File: src/rtl/lock_pkg.sv
// rtl/lock_pkg.sv - keypad lock state, key and display character definitions
package lock_pkg;

  typedef enum logic [2:0] {
    LOCKED  = 3'd0,
    INPUT   = 3'd1,
    OPEN    = 3'd2,
    ERR     = 3'd3,
    LOCKOUT = 3'd4
  } lock_state_t;

  localparam logic [3:0] KEY_CONFIRM = 4'd10;
  localparam logic [3:0] KEY_BACK    = 4'd11;
  localparam logic [3:0] KEY_LOCK    = 4'd12;

  localparam logic [4:0] CH_O     = 5'h10;
  localparam logic [4:0] CH_P     = 5'h11;
  localparam logic [4:0] CH_E     = 5'h12;
  localparam logic [4:0] CH_N     = 5'h13;
  localparam logic [4:0] CH_L     = 5'h14;
  localparam logic [4:0] CH_C     = 5'h15;
  localparam logic [4:0] CH_K     = 5'h16;
  localparam logic [4:0] CH_D     = 5'h17;
  localparam logic [4:0] CH_R     = 5'h18;
  localparam logic [4:0] CH_BLANK = 5'h1F;

  // Six 5-bit character codes; element k is display digit k (k=0 leftmost).
  function automatic logic [5:0][4:0] text_for_state(
    input lock_state_t     st,
    input logic [3:0][3:0] entry,
    input logic [2:0]      len,
    input logic [2:0]      fail_cnt
  );
    logic [5:0][4:0] t;
    t = {6{CH_BLANK}};
    case (st)
      LOCKED: begin
        t[0] = CH_L; t[1] = CH_O; t[2] = CH_C;
        t[3] = CH_K; t[4] = CH_E; t[5] = CH_D;
      end
      INPUT: begin
        for (int i = 0; i < 4; i++) begin
          if (i < int'(len)) t[i] = {1'b0, entry[i]};
        end
      end
      OPEN: begin
        t[0] = CH_O; t[1] = CH_P; t[2] = CH_E; t[3] = CH_N;
      end
      ERR, LOCKOUT: begin
        t[0] = CH_E; t[1] = CH_R; t[2] = CH_R;
        t[5] = {2'b00, fail_cnt};
      end
      default: t = {6{CH_BLANK}};
    endcase
    return t;
  endfunction

endpackage

File: src/rtl/lock_ctrl.sv
// rtl/lock_ctrl.sv - keypad password lock sequencer driving the 6-digit display bus
module lock_ctrl
  import lock_pkg::*;
#(
  parameter int          SEGMENT_NUM = 6,
  parameter int          W_DATA      = 5,
  parameter logic [15:0] PASSWORD    = 16'h1234,
  parameter int          MAX_FAIL    = 3,
  parameter int          T_OPEN      = 250_000_000,
  parameter int          T_ERR       = 50_000_000,
  parameter int          T_LOCKOUT   = 500_000_000
) (
  input  logic                          clk,
  input  logic                          rst_n,
  input  logic [3:0]                    key_num,
  input  logic                          key_vld,
  output logic [SEGMENT_NUM*W_DATA-1:0] din,
  output logic [SEGMENT_NUM-1:0]        din_vld,
  output logic                          unlock,
  output logic                          alarm
);

  localparam int T_MAX01 = (T_OPEN > T_ERR) ? T_OPEN : T_ERR;
  localparam int T_MAX   = (T_MAX01 > T_LOCKOUT) ? T_MAX01 : T_LOCKOUT;
  localparam int TW      = (T_MAX > 1) ? $clog2(T_MAX) : 1;

  lock_state_t                   state_q, state_d;
  logic [3:0][3:0]               entry_q, entry_d;
  logic [2:0]                    len_q, len_d;
  logic [2:0]                    fail_q, fail_d;
  logic [TW-1:0]                 timer_q, timer_d;
  logic [SEGMENT_NUM*W_DATA-1:0] din_q, din_d;
  logic [SEGMENT_NUM-1:0]        din_vld_q, din_vld_d;
  logic                          unlock_q, unlock_d;
  logic                          alarm_q, alarm_d;

  logic key_digit;
  logic pw_match;

  assign key_digit = key_vld && (key_num <= 4'd9);
  assign pw_match  = (len_q == 3'd4) &&
                     ({entry_q[0], entry_q[1], entry_q[2], entry_q[3]} == PASSWORD);

  // Next-state, entry buffer, failure count, shared timer and registered display outputs.
  always_comb begin
    state_d   = state_q;
    entry_d   = entry_q;
    len_d     = len_q;
    fail_d    = fail_q;
    timer_d   = timer_q;
    din_d     = text_for_state(state_q, entry_q, len_q, fail_q);
    din_vld_d = '1;
    unlock_d  = (state_q == OPEN);
    alarm_d   = (state_q == LOCKOUT);

    case (state_q)
      LOCKED: begin
        if (key_digit) begin
          state_d    = INPUT;
          entry_d[0] = key_num;
          len_d      = 3'd1;
        end
      end
      INPUT: begin
        if (key_digit) begin
          if (len_q < 3'd4) begin
            entry_d[len_q[1:0]] = key_num;
            len_d               = len_q + 3'd1;
          end
        end else if (key_vld && key_num == KEY_BACK) begin
          if (len_q > 3'd1) len_d = len_q - 3'd1;
          else state_d = LOCKED;
        end else if (key_vld && key_num == KEY_LOCK) begin
          state_d = LOCKED;
        end else if (key_vld && key_num == KEY_CONFIRM) begin
          if (pw_match) begin
            state_d = OPEN;
            fail_d  = 3'd0;
          end else begin
            state_d = ERR;
            if (fail_q < 3'(MAX_FAIL)) fail_d = fail_q + 3'd1;
          end
        end
      end
      OPEN: begin
        if (timer_q == TW'(T_OPEN - 1) || (key_vld && key_num == KEY_LOCK)) state_d = LOCKED;
      end
      ERR: begin
        if (timer_q == TW'(T_ERR - 1)) state_d = (fail_q == 3'(MAX_FAIL)) ? LOCKOUT : LOCKED;
      end
      LOCKOUT: begin
        if (timer_q == TW'(T_LOCKOUT - 1)) begin
          state_d = LOCKED;
          fail_d  = 3'd0;
        end
      end
      default: state_d = LOCKED;
    endcase

    if (state_d != state_q) begin
      timer_d = '0;
      if (state_d == LOCKED || state_d == OPEN || state_d == ERR) begin
        entry_d = '0;
        len_d   = 3'd0;
      end
    end else if (state_q == OPEN || state_q == ERR || state_q == LOCKOUT) begin
      timer_d = timer_q + TW'(1);
    end else begin
      timer_d = '0;
    end
  end

  // State and output registers; reset clears everything including the failure count.
  always_ff @(posedge clk or negedge rst_n) begin
    if (!rst_n) begin
      state_q   <= LOCKED;
      entry_q   <= '0;
      len_q     <= 3'd0;
      fail_q    <= 3'd0;
      timer_q   <= '0;
      din_q     <= {SEGMENT_NUM{CH_BLANK}};
      din_vld_q <= '0;
      unlock_q  <= 1'b0;
      alarm_q   <= 1'b0;
    end else begin
      state_q   <= state_d;
      entry_q   <= entry_d;
      len_q     <= len_d;
      fail_q    <= fail_d;
      timer_q   <= timer_d;
      din_q     <= din_d;
      din_vld_q <= din_vld_d;
      unlock_q  <= unlock_d;
      alarm_q   <= alarm_d;
    end
  end

  assign din     = din_q;
  assign din_vld = din_vld_q;
  assign unlock  = unlock_q;
  assign alarm   = alarm_q;

endmodule
File: config.mk
export PLATFORM = sky130hd
export DESIGN_NAME = lock_ctrl
export DESIGN_NICKNAME = d
export VERILOG_FILES = /design/src/rtl/lock_pkg.sv /design/src/rtl/lock_ctrl.sv
export SDC_FILE = /design/constraint.sdc
export NUM_CORES = 1
export LEC_CHECK = 0
export CAP_MARGIN = 25
export CELL_PAD_IN_SITES_DETAIL_PLACEMENT = 0
export CELL_PAD_IN_SITES_GLOBAL_PLACEMENT = 1
export CORE_MARGIN = 1
export CORE_UTILIZATION = 30
export DETAILED_ROUTE_END_ITERATION = 12
export GPL_ROUTABILITY_DRIVEN = 0
export GPL_TIMING_DRIVEN = 0
export PLACE_DENSITY = 0.58
export SETUP_SLACK_MARGIN = 0.02
export SLEW_MARGIN = 0
export SYNTH_ARGS = -nofsm -noshare
export SYNTH_HDL_FRONTEND = slang
export SYNTH_SLANG_ARGS = --single-unit
File: constraint.sdc
create_clock -name clk -period 6.77 [get_ports clk]
set_input_delay 1.0155 -clock clk [delete_from_list [all_inputs] [get_ports clk]]
set_output_delay 1.0155 -clock clk [all_outputs]
set_load 0.02 [all_outputs]
==> impl_results.md, run 1 <==
* Top FF cell, synth: dfrtp_1
* Post-CTS repair timing setup buffer count at 0
* Hold path depth at 2
* Top-level I/O count at 45
* Worst-margin pin slew at 881 ps
* R2r setup slk at 3690 ps
* Site row count at 42
* H-tree depth at 3
* CP arrival at 3880 ps
* Synth Area in Adders at 0.0267
* Unique masters post-synth at approximately 60
* Synth Area in Compound Gates at 0.124
* # port buffers at 39
* Worst-Skew Late Latency at about 340 ps
* Dpl hpwl at 7630 µm
* Vias in the first global route at approximately 3200
* Mapped Area at 4220 µm²
* Sum Neg Setup Slack at 0 ps
* Clock network power share at 0.480
* Number of flops mapped to enable cells by yosys at 0
* Post-synthesis mux area share at 0.0365
* Net Sw Frac at 0.215
* Die height at ~120 µm
* Via/cell ratio at 4.98
* Clk slew on worst S/H paths at 60 ps
* First-pass GRT wire length at ~18000 µm
* Crit path kind: in -> reg
* Final min period at 3660 ps
* Worst Skew at approximately 10 ps
* Worst setup margin at 3110 ps
* Yosys warnings at 0
* DRC Markers at 0
* Slew Limit Headroom at 0.408
* CTS tree: yes
* Hold Crit Start: fail_q[2]
* Max Cap Viol at 0
* Initial DRC count at 209
* Core ar. at ~13000 µm²
* Worst slack at placement at about 2800 ps
* Critical path's top delay family: compound AO/OA/AOI/OAI gates
* Crit-path cells: clkdlybuf4s50_1 -> clkbuf_1 -> nor2b_1 -> nand4_1 -> o21ai_0 -> o211ai_1 -> a31oi_2 -> buf_6 -> a21oi_1
* Final ANT Viol Nets at 0
* CP max-delay cell: a31oi_2
* Comb pwr share at 0.032
* Clk root buf: clkbuf_16
* Total track usage at 0.158
* FF-to-FF Start: state_q[0]
* Final setup viols at 0
* FFs w/ async S/R, synth at 1.00
* Die area at 14500 µm²
* Via Count at 3306
* Antenna diode count at 0
* CP endpoint kind: flip-flop
* Unrepaired setup endpoints after global routing: no
* Yosys reg bits at 83
* Crit path buf inv count at 3
* Leak Pwr at 0.00231 µW
* Post-synthesis sequential area ratio at 0.500
* Routed wire per std cell at around 16 µm
* Pre-antenna DRT Iters at 5
* Grt total ovfl at 0
* Post-CTS Hold Fix Bufs at 0
* Longest Clk Path Bufs at 2
* Seq pwr share at 0.488
* Status: finished, final reports clean
* Peak VDD IR at 0.0000961 V
* Power per cell area at between 150 and 200 nW/µm²
* Int Power at 800 µW
* R2R cell count at 7
* Fraction of layout instances using a drive strength above 1 at 0.141
* Clock sinks at 83
* Setup crit start kind: primary input
* Post-Synth Simple-Gate Area at 0.203
* Critical path required time at around 7000 ps
* Nets at 499
* Max Slew Vio Count at 0
* Critical Path Max Stage Delay at between 600 and 700 ps
* Largest family of logic cells by synthesized area: simple AND/OR/NAND/NOR gates
* HP Class: reg -> reg
* Avg Cell Area, Syn at 9.81 µm²
* Largest net degree at the start of global routing at 55
* Psw at 219 µW
* Filler cell count at 1363
* Post-synthesis cell count at 430
* Maximum fanout along the worst path at 10
* Initial Utilization at 0.314
* Post_cts resized at 0
* WHS Endpoint: din[27]
* Crit share post-route at 0.541
* Die X at 121 µm
* XOR/XNOR Fraction of Synth Area at 0.0519
* Initial antenna violation count at 0
* WL final at about 11000 µm
* Final Hold Fails at 0
* Num CTS Buffers at 9
* Area grow syn2layout at 22.2%
* Fmax at 273 MHz
* Reg-to-reg endpoint: entry_q[9]
flip-flops by register name (all words and copies together), names as in the netlist:
| signal | flops |
|---|---|
| timer_q | 29 |
| din | 26 |
| entry_q | 16 |
| fail_q | 3 |
| len_q | 3 |
| state_q | 3 |
| alarm | 1 |
| din_vld | 1 |
| unlock | 1 |
worst reg2reg max path, cell delays in order (launching register included):
cell and delay (ps):
dfrtp_1 390, clkinv_1 280, nor3_1 810, o21ai_0 400
o221ai_1 380, o211ai_2 350, buf_6 260, a21oi_1 130
cells in the final DEF (no fill, tap or decap), types with 4 or more instances in the layout:
| cell type | count |
|---|---|
| dfrtp_1 | 57 |
| nor2_1 | 50 |
| clkdlybuf4s50_1 | 38 |
| a21oi_1 | 37 |
| nand2_1 | 32 |
| dfstp_2 | 26 |
| inv_1 | 19 |
| o21ai_0 | 19 |
| xor2_1 | 17 |
| nand3_1 | 16 |
| clkbuf_1 | 13 |
| mux2i_1 | 12 |
| buf_4 | 10 |
| and3_1 | 9 |
| ha_1 | 9 |
| clkbuf_16 | 9 |
| xnor2_1 | 8 |
| a31oi_1 | 7 |
| nand4_1 | 7 |
| nor3_1 | 7 |
| or3_1 | 6 |
| nor4_1 | 5 |
| buf_6 | 4 |
| and4_1 | 4 |
| nand2b_1 | 4 |
| nor4bb_1 | 4 |
cells by family after synthesis:
family	Yosys count
other cells	1
compound gates	85
simple gates	165
xor+xnor	25
flops	83
fa+ha+maj	9
buf+inv	47
mux	15
final cells by class:
cell class	instances	area [µm²]	share of cell area
plain buffers	27	166	0.0323
clock buffers	10	239	0.0464
clock inverters	6	55.1	0.0107
inverters	20	75.1	0.0146
multi-input cells	302	1870	0.364
flip-flops and latches	83	2110	0.409
well taps	176	220	0.0427
repair buffers	40	415	0.0806
worst max-delay path by stage:
stage                    start     endpoint  slack, ps  cells after the start
detailed placement  key_num[1]   entry_q[9]       2790                      9
CTS                 key_num[1]   entry_q[9]       3160                      9
global route        key_num[1]  entry_q[10]       2850                      9
finish              key_num[1]   entry_q[9]       3110                      9
floorplan           key_num[2]  timer_q[20]       3890                      9
global placement         rst_n   timer_q[3]       1640                      1
synth_stat cells, types with 5 or more instances:
library cell	count	area (µm²)
o21ai_0	19	95.1
a31oi_1	7	43.8
dfrtp_1	57	1430
clkbuf_1	13	48.8
xor2_1	17	149
nand3_1	16	80.1
ha_1	9	113
mux2i_1	12	120
inv_1	19	71.3
nor2_1	50	188
xnor2_1	8	70.1
nor4_1	5	31.3
dfstp_2	26	683
or3_1	6	37.5
and3_1	9	56.3
a21oi_1	37	185
nand2_1	32	120
buf_4	9	67.6
nor3_1	7	35.0
nand4_1	7	43.8
power by group through the flow:
stage | clock [µW] | sequential, µW | combinational [µW]
final | 489 | 498 | 32.5
after global routing | 519 | 497 | 36.4
after CTS | 499 | 497 | 33.5
after detailed placement | 0 | 506 | 33.5
after global placement | 0 | 506 | 31.4
after floorplan | 0 | 507 | 12.3
stage by stage:
stage | hold slack [ps] | cell area, µm² | utilization | std cells | power [µW]
finish | 508 | 5150 | 0.383 | 664 | 1020
global placement | 495 | 4840 | 0.359 | 647 | 537
global route | 551 | 5150 | 0.383 | 664 | 1050
CTS | 513 | 5150 | 0.383 | 664 | 1030
floorplan | 462 | 4230 | - | 432 | 519
detailed placement | 500 | 4860 | 0.361 | 648 | 540
layer usage:
layer | GRT usage | share of wire
met4 | 0.0656 | 0.019
met2 | 0.209 | 0.41
met5 | 0 | 0
met1 | 0.251 | 0.52
met3 | 0.0222 | 0.052
No activity file was read; power rests on OpenSTA's default activity.
==> inputs of run 2 (changes only) <==
- clock period: 6.77 -> 3.8 ns (I/O delays scaled with it)
==> results of run 2 <==
Same layout as run 1 (identical final DEF). Status: finished, final reports clean.
Among the figures that moved: setup slack after placement 2790 ps -> 264 ps; setup slack after layout 3110 ps -> 585 ps; hold slack 508 ps -> 154 ps; register-to-register setup slack 3690 ps -> 720 ps; total power 1020 µW -> 1820 µW; worst IR drop on VDD 0.0000961 V -> 0.000171 V
==> inputs of run 3 (changes only) <==
- clock period: 3.8 -> 3.2 ns (I/O delays scaled with it)
==> run 3 against run 2 <==
  * Clock-buffer cell count did not move
  * Largest power group unchanged
  * Sequential power is 19% higher
  * Clock power grew 18%
  * Utilization grew 0.11 points
  * Routed wire length decreased by 0.40%
  * Global-route usage unchanged
  * First-iteration DRC count rose by 17%
  * Critical endpoint unchanged
==> impl_results.md, run 3 (synthesized netlist as in run 1, its figures left out) <==
* Filler cell count at 1362 (was 1363)
* Fraction of layout instances using a drive strength above 1 at 0.145 (was 0.141)
* Final setup viols at 0 (unchanged)
* Nets at 499 (unchanged)
* HP Class: in -> async (unchanged)
* Antenna diode count at 0 (unchanged)
* Die area at 14500 µm² (unchanged)
* Slew Limit Headroom at 0.422 (was 0.408)
* WL final at 10600 µm (was 10700 µm)
* Crit share post-route at 0.890
* First-pass GRT wire length at 17700 µm (unchanged)
* Vias in the first global route at 3190 (unchanged)
* Worst Skew at 9.85 ps (was 9.75 ps)
* Area grow syn2layout at 22.6% (was 22.2%)
* Fmax at 351 MHz
* # port buffers at 39 (unchanged)
* Max Cap Viol at 0 (unchanged)
* Largest net degree at the start of global routing at 55 (unchanged)
* Post-placement cell count at 648 (unchanged)
* Total Power at 2160 µW (was 1820 µW)
* Clk slew on worst S/H paths at 60 ps (about the same)
* DRC Markers at 0 (unchanged)
* Final Hold Fails at 0 (unchanged)
* Maximum fanout along the worst path at 10 (unchanged)
* Power per cell area at 417 nW/µm² (was 352 nW/µm²)
* Top-level I/O count at 45 (unchanged)
* Total track usage at 0.158 (unchanged)
* Initial DRC count at 245 (was 209)
* CP max-delay cell: o211ai_2 (was a31oi_2)
* Crit-path cells: or4_1 -> or4_1 -> o21ai_2 -> nand3b_1 -> o211ai_2 -> buf_6 -> a21oi_1 (was clkdlybuf4s50_1 -> clkbuf_1 -> nor2b_1 -> nand4_1 -> o21ai_0 -> o211ai_1 -> a31oi_2 -> buf_6 -> a21oi_1)
* Clock sinks at 83 (unchanged)
* Crit path kind: reg -> reg (was in -> reg)
* Final min period at 2850 ps
* Status: finished, final reports clean (unchanged)
* Worst-Skew Late Latency at 340 ps (about the same)
* Post-layout instance count excluding filler cells at 664 (unchanged)
* Final ANT Viol Nets at 0 (unchanged)
* Sum Neg Setup Slack at 0 ps (unchanged)
* Critical path required time at 3420 ps (was 4020 ps)
* Die X at 121 µm (unchanged)
* Setup crit start kind: flip-flop (was primary input)
* Core ar. at 13500 µm² (unchanged)
* Via Count at 3278 (was 3306)
* Dpl hpwl at 7630 µm (unchanged)
* Final Cell Area at 5170 µm² (was 5150 µm²)
* Commonest non-fill, non-tap cells in the layout: dfrtp_1 (57), nor2_1 (50), clkdlybuf4s50_1 (38), a21oi_1 (37), nand2_1 (32) (unchanged)
* Critical Path Max Stage Delay at 550 ps (was 640 ps)
* Unrepaired setup endpoints after global routing: no (unchanged)
* Via/cell ratio at 4.94 (was 4.98)
* Max reg flops at 29 (unchanged)
* Site row count at 42 (unchanged)
* Initial Utilization at 0.314 (unchanged)
* CP endpoint kind: flip-flop (unchanged)
* Grt total ovfl at 0 (unchanged)
* Clk root buf: clkbuf_16 (unchanged)
* Routed wire per std cell at 16.0 µm (about the same)
* Post-CTS Hold Fix Bufs at 0 (unchanged)
* H-tree depth at 3 (unchanged)
* Die height at 121 µm (unchanged)
* Leak Pwr at 0.00231 µW (about the same)
* Peak VDD IR at 0.000203 V (was 0.000171 V)
* CTS tree: yes (unchanged)
* CP arrival at 3070 ps (was 3440 ps)
* Num CTS Buffers at 9 (unchanged)
* Longest Clk Path Bufs at 2 (unchanged)
* Max Slew Vio Count at 0 (unchanged)
* Pre-antenna DRT Iters at 4 (was 5)
* Post-Place Cell Area at 4860 µm² (unchanged)
* Commonest non-fill, non-tap cell in the layout: dfrtp_1 (unchanged)
* Worst-margin pin slew at 860 ps (was 881 ps)
* Largest reg by FF count: timer_q (unchanged)
* Most used cell, CP: or4_1
* Initial antenna violation count at 0 (unchanged)
-- run 3: cell types whose count changed in the layout (fill, tap and decap cells not counted) --
| cell | delta |
|---|---|
| a31oi_2 | -1 |
| nor3_2 | +1 |
| clkbuf_2 | +1 |
| a31oi_4 | +1 |
| clkbuf_1 | -1 |
| nor3_1 | -1 |
-- run 3: power breakdown --
part | internal, µW | total [µW] | switching (µW) | leakage [µW]
clock | 618 | 1030 | 416 | 0.000143
sequential | 1050 | 1050 | 0.860 | 0.00104
combinational | 23.6 | 69.0 | 45.3 | 0.00113
total | 1690 | 2160 | 463 | 0.00231
-- run 3: final timing paths --
check	start	end	slack [ps]	cells past startpoint
min	rst_n	entry_q[7]	60	1
max in group asynchronous	rst_n	din[29]	2460	2
min in group clk	fail_q[2]	din[27]	510	2
max reg2reg	timer_q[8]	entry_q[9]	350	7
min reg2reg	fail_q[2]	din[27]	510	2
max	timer_q[8]	entry_q[9]	350	7
-- run 3: routing by layer --
layer	up-vias	track usage	share of wire	wire (µm)
met4	0	0.0656	0.021	225
met2	83	0.209	0.40	4270
li1	1606	-	-	-
met1	1575	0.251	0.54	5720
met5	-	0	0	0
met3	14	0.0222	0.038	399
-- run 3: layout make-up --
| type | instances | area [µm²] | share of cell area |
|---|---|---|---|
| buffer | 27 | 168 | 0.0324 |
| clock inverter | 6 | 55.1 | 0.0106 |
| multi-input combinational | 302 | 1890 | 0.365 |
| inverter | 20 | 75.1 | 0.0145 |
| timing repair buffer | 40 | 415 | 0.0803 |
| tap | 176 | 220 | 0.0426 |
| sequential | 83 | 2110 | 0.408 |
| clock buffer | 10 | 239 | 0.0462 |
-- run 3: repair_timing --
item,CTS,global route
resized for setup,0,4
buffers inserted,0,0
endpoints found under the setup margin,0,38
-- run 3: worst max-delay path: cells and delay by family, from the launching register on --
family                 cells  cell delay (ps)
DFF                        1              440
and+or+nand+nor            3             1180
AOI/OAI and AO/OA          3              870
buffers and inverters      1              230
-- run 3: through the flow --
stage / hold slack (ps) / util / setup slack [ps]
floorplan: 184 / - / 678
detailed placement: 435 / 0.361 / -246
global route: 95.2 / 0.384 / 136
finish: 64.8 / 0.384 / 353
global placement: 495 / 0.359 / -1390
CTS: 73.6 / 0.383 / 125
